[src/rtl/population_monitor.sv]
// Per-generation statistics for the life_logic write stream: population, generation
// count, extinction and stability flags, published a fixed 4 cycles after done.
module population_monitor #(
    parameter int DATA_WIDTH  = 16,
    parameter int COUNT_WIDTH = 20,
    parameter int STABLE_GENS = 4
) (
    input  logic                   clk_in,
    input  logic                   rst_in,
    input  logic                   start_in,
    input  logic                   wr_en_in,
    input  logic [DATA_WIDTH-1:0]  data_w_in,
    input  logic                   done_in,
    output logic [COUNT_WIDTH-1:0] population_out,
    output logic [15:0]            generation_out,
    output logic                   pop_valid_out,
    output logic                   extinct_out,
    output logic                   stable_out
);
    localparam int PC_W  = $clog2(DATA_WIDTH + 1);
    // Sum is wide enough for either operand plus a carry, so saturation is exact
    // even when a single word's popcount exceeds the accumulator range.
    localparam int SUM_W = ((COUNT_WIDTH > PC_W) ? COUNT_WIDTH : PC_W) + 1;
    localparam logic [COUNT_WIDTH-1:0] ACC_MAX = '1;

    typedef enum logic [1:0] {IDLE, ACCUM, DRAIN, PUBLISH} state_t;

    state_t                 state_q, state_d;
    logic                   drain_q, drain_d;
    logic [COUNT_WIDTH-1:0] acc_q, acc_d;
    logic [31:0]            sig_q, sig_d;
    logic [PC_W-1:0]        s1_cnt_q, s1_cnt_d;
    logic                   s1_vld_q, s1_vld_d;

    logic [COUNT_WIDTH-1:0] pop_q, prev_pop_q;
    logic [31:0]            prev_sig_q;
    logic [15:0]            gen_q;
    logic                   pv_q, ext_q, stable_q;
    logic [3:0]             stab_cnt_q, stab_cnt_d;

    logic                   counted_write;
    logic [PC_W-1:0]        word_pop;
    logic [SUM_W-1:0]       acc_sum;
    logic [31:0]            data_ext;

    assign counted_write = (state_q == ACCUM) && wr_en_in && !start_in;
    assign data_ext      = 32'(data_w_in);
    assign acc_sum       = SUM_W'(acc_q) + SUM_W'(s1_cnt_q);

    always_comb begin
        word_pop = '0;
        for (int i = 0; i < DATA_WIDTH; i++) begin
            word_pop = word_pop + PC_W'(data_w_in[i]);
        end
    end

    always_comb begin
        state_d  = state_q;
        drain_d  = drain_q;
        acc_d    = acc_q;
        sig_d    = sig_q;
        s1_cnt_d = word_pop;
        s1_vld_d = counted_write;

        if (s1_vld_q) begin
            acc_d = (acc_sum > SUM_W'(ACC_MAX)) ? ACC_MAX : acc_sum[COUNT_WIDTH-1:0];
        end
        if (counted_write) begin
            sig_d = {sig_q[30:0], sig_q[31]} ^ data_ext;
        end

        case (state_q)
            IDLE: begin
                if (start_in) state_d = ACCUM;
            end
            ACCUM: begin
                if (!start_in && done_in) begin
                    state_d = DRAIN;
                    drain_d = 1'b0;
                end
            end
            DRAIN: begin
                if (start_in)      state_d = ACCUM;
                else if (drain_q)  state_d = PUBLISH;
                else               drain_d = 1'b1;
            end
            PUBLISH: begin
                state_d = start_in ? ACCUM : IDLE;
            end
            default: state_d = IDLE;
        endcase

        // start always opens a fresh generation; a publish in flight still reads acc_q
        if (start_in) begin
            acc_d    = '0;
            sig_d    = '0;
            s1_vld_d = 1'b0;
        end
    end

    always_comb begin
        stab_cnt_d = 4'd0;
        if (acc_q == prev_pop_q && sig_q == prev_sig_q) begin
            stab_cnt_d = (stab_cnt_q >= 4'(STABLE_GENS)) ? 4'(STABLE_GENS) : stab_cnt_q + 4'd1;
        end
    end

    always_ff @(posedge clk_in) begin
        if (rst_in) begin
            state_q    <= IDLE;
            drain_q    <= 1'b0;
            acc_q      <= '0;
            sig_q      <= '0;
            s1_cnt_q   <= '0;
            s1_vld_q   <= 1'b0;
            pop_q      <= '0;
            prev_pop_q <= '0;
            prev_sig_q <= '0;
            gen_q      <= '0;
            pv_q       <= 1'b0;
            ext_q      <= 1'b0;
            stable_q   <= 1'b0;
            stab_cnt_q <= '0;
        end else begin
            state_q  <= state_d;
            drain_q  <= drain_d;
            acc_q    <= acc_d;
            sig_q    <= sig_d;
            s1_cnt_q <= s1_cnt_d;
            s1_vld_q <= s1_vld_d;
            pv_q     <= (state_q == PUBLISH);
            if (state_q == PUBLISH) begin
                pop_q      <= acc_q;
                gen_q      <= gen_q + 16'd1;
                ext_q      <= (acc_q == '0);
                stab_cnt_q <= stab_cnt_d;
                stable_q   <= (stab_cnt_d >= 4'(STABLE_GENS));
                prev_pop_q <= acc_q;
                prev_sig_q <= sig_q;
            end
        end
    end

    assign population_out = pop_q;
    assign generation_out = gen_q;
    assign pop_valid_out  = pv_q;
    assign extinct_out    = ext_q;
    assign stable_out     = stable_q;
endmodule

[config.mk]
export PLATFORM = sky130hd
export DESIGN_NAME = population_monitor
export DESIGN_NICKNAME = d
export VERILOG_FILES = /design/src/rtl/population_monitor.sv
export SDC_FILE = /design/constraint.sdc
export NUM_CORES = 1
export LEC_CHECK = 0
export CAP_MARGIN = 15
export CORE_MARGIN = 5
export CORE_UTILIZATION = 59
export CTS_BUF_LIST = sky130_fd_sc_hd__clkbuf_8
export CTS_CLUSTER_DIAMETER = 100
export CTS_CLUSTER_SIZE = 24
export DETAILED_ROUTE_END_ITERATION = 12
export PLACE_DENSITY = 0.84
export SLEW_MARGIN = 20
export SYNTH_ARGS = -nofsm -noshare
export SYNTH_HDL_FRONTEND = slang
export SYNTH_SLANG_ARGS = --single-unit
[constraint.sdc]
create_clock -name clk_in -period 5.5 [get_ports clk_in]
set_clock_uncertainty 0.2 [all_clocks]
set_input_delay 1.375 -clock clk_in [delete_from_list [all_inputs] [get_ports clk_in]]
set_output_delay 1.375 -clock clk_in [all_outputs]
set_load 0.05 [all_outputs]
==> results.toml, run 1 <==
[run_status]
status = "finished clean"

[setup_path]
critPathSlowestCell = "fa_1"
r2r_end = "acc_q[8]"
slowest_delay_ps = 600
required_ps = 5610
r2r_slack_ps = 2800
worstPathCellList = "clkdlybuf4s50_1 > fa_1 > inv_1 > fa_1 > fa_1 > fa_1 > inv_1 > ha_1 > a21o_1 > a21oi_1 > xor2_1 > nor2_1"
crit_path_max_fanout = 2
critPathLaunchType = "input pin"
rr_startpoint = "acc_q[0]"
crit_top_cell = "fa_1"
critPathArrivalTime_ps = 4940
cpLargestDelayFamily = "adder cells"
path_buf_inv = 3
rr_worst_depth = 9
crit_type = "input pin to flip-flop"
endpoint_kind = "flip-flop"

[cts]
clk_pin_slew_ps = 80
numCtsBuffers = 17
cts_root_buffer = "clkbuf_8"
cts-htree-levels = 4
clockBufferDepth = 2
clock_latency_ps = 450
cts.sinks = 136
post_cts_buffers = 0
cts_tree = "built"
ctsResizeCount = 0
cts_hold_buf = 0

[synthesis]
yosys_warnings = 0
syn_area_per_cell_sq_um = 8.24
syn_nets = 821
synth_edf_count = 0
ys_seq_area_share_pct = 42.5
async_reset_ff_share_pct = 0
syn_inst = 777
synth_area_sq_mm = 0.00640
synthFlopType = "dfxtp_1"
synthDistinctLibCells = 55
ys_ff_latch = 136

[power]
power_mw = 2.21
p_per_area_mw_per_mm2 = 296
leakagePower_nw = 2.76
p_int_mw = 1.64
p_clk_share_pct = 41.8
switching_power_uw = 567
seqPwrFrac_pct = 46.3
switching_share_pct = 25.6
vdd_drop_max_v = 0.000158
p_comb_share_pct = 12.0

[die]
dieWidth_microns = 114
rows = 38
core-area_sq_mm = 0.0107
io_pins = 60
start_util_pct = 59.6
die_area_sq_mm = 0.0130
die-height_microns = 114

[drt]
drc = 0
drt-pass1-iter-count = 5
routed_wl_mm = 16.1
vias_per_cell = 5.78
num_vias = 5577
ant_nets = 0
drt_first_iter_violations = 469
wl_per_cell_microns = 16.7

[cells_and_area]
areaGrowthSynthToFinish_pct = 16.5
final_area_sq_mm = 0.00746
final_cell_mix = "156 x nand2_1, 136 x dfxtp_1, 88 x a21oi_1"
diodes = 0
fillers = 857
finish.utilization_pct = 69.4
nets = 857
mostFrequentLayoutCell = "nand2_1"
finalNonFillerCells = 965
drive_gt1_share_pct = 5.70

[placed_design]
dp_slack_ps = 184
postPlaceCellArea_sq_mm = 0.00702
numPortBuffers = 59
gp_congestion = 0.880
post-dp-hpwl_mm = 10.9
post-place-cells = 934

[job]
drv_cap = 0

[timing]
setup_viol = 0
final.setup.worst_slack_ps = 672
tns_ps = 0
holdWs_ps = 269
relSlewSlack_pct = 34.7
period_needed_ps = 4830
fmaxAchievable_ghz = 0.207
tightest_slew_ps = 979
maxSlewViolCount = 0
rsz0062_at_grt = "no"
finalCritPeriodShare_pct = 87.8
finalHoldViolCount = 0

[hold_path]
hp-class = "flip-flop to flip-flop"
hold_path_depth = 2
worstHoldEndpoint = "prev_sig_q[1]"
min_from = "prev_sig_q[1]"

[global_routing]
first_global_vias = 5487
antenna_found_initial = 0
grt_max_degree = 84
grt_pass1_wl_mm = 26.8
track_usage_pct = 25.8
overflow = 0
Yosys cell counts (all sizes together), types with 16 or more instances:
cell      n  share of area, %
a211oi   22               2.6
dfxtp   136                43
nand2   157               9.2
xnor2    27               3.7
a21oi    88               6.9
o21ai    18               1.4
inv      36               2.1
clkbuf   30               1.8
nor2     54               3.2
xor2     44               6.0
nand4    16               1.6
buf      16               1.2
power groups by stage:
stage	sequential (mW)	combinational, mW	clock (mW)
2_1_floorplan	1.03	0.183	0
3_3_place_gp	1.05	0.229	0
3_5_place_dp	1.05	0.256	0
4_1_cts	1.02	0.264	0.925
5_1_grt	1.02	0.299	0.967
6_report	1.02	0.264	0.923
worst max-delay path by stage:
stage	startpoint	endpoint	slack (ps)	cells past startpoint
6_report	data_w_in[7]	s1_cnt_q[3]	670	12
3_3_place_gp	data_w_in[0]	s1_cnt_q[3]	320	12
4_1_cts	data_w_in[7]	s1_cnt_q[3]	670	12
3_5_place_dp	data_w_in[7]	s1_cnt_q[3]	180	12
5_1_grt	data_w_in[7]	s1_cnt_q[3]	520	12
2_1_floorplan	data_w_in[0]	s1_cnt_q[3]	910	11
sequential cells by signal, indices dropped and copies added, names as in the netlist:
name	flops
s1_cnt_q	5
stab_cnt_q	4
prev_pop_q	20
acc_q	20
extinct_out	1
drain_q	1
prev_sig_q	32
pop_valid_out	1
state_q	2
generation_out	16
stable_out	1
s1_vld_q	1
sig_q	32
layer usage:
metal / global-route usage [%] / part of all wire (%)
met5: 0 / 0
met4: 13.1 / 3.4
met3: 6.82 / 7.6
met2: 41.3 / 47
met1: 32.1 / 42
worst reg2reg max path: cells and delay by family, from the launching register on:
| family | cells | cell delay (ps) |
|---|---|---|
| fa+ha+maj | 2 | 640 |
| compound gates | 3 | 640 |
| simple gates | 3 | 620 |
| flops | 1 | 440 |
| buf+inv | 1 | 60 |
cell families after synthesis:
kind of cell,share of synthesized area [%]
compound gates,15.3
xor+xnor,9.71
fa+ha+maj,5.78
buf+inv,5.14
flops,42.5
mux,0.469
simple gates,21.0
cell type report:
class | instances | area [sq um] | area share [%]
inverter | 38 | 143 | 1.91
timing repair buffer | 63 | 616 | 8.25
tap | 140 | 175 | 2.35
sequential | 136 | 2720 | 36.5
clock buffer | 20 | 275 | 3.69
multi-input combinational | 557 | 3360 | 45.0
clock inverter | 11 | 170 | 2.28
No activity file was read; power rests on OpenSTA's default activity.
==> inputs of run 2 (changes only) <==
- SLEW_MARGIN: 20 -> not set
==> results of run 2 <==
The final DEF is identical to that of run 1; final timing and power are the same.
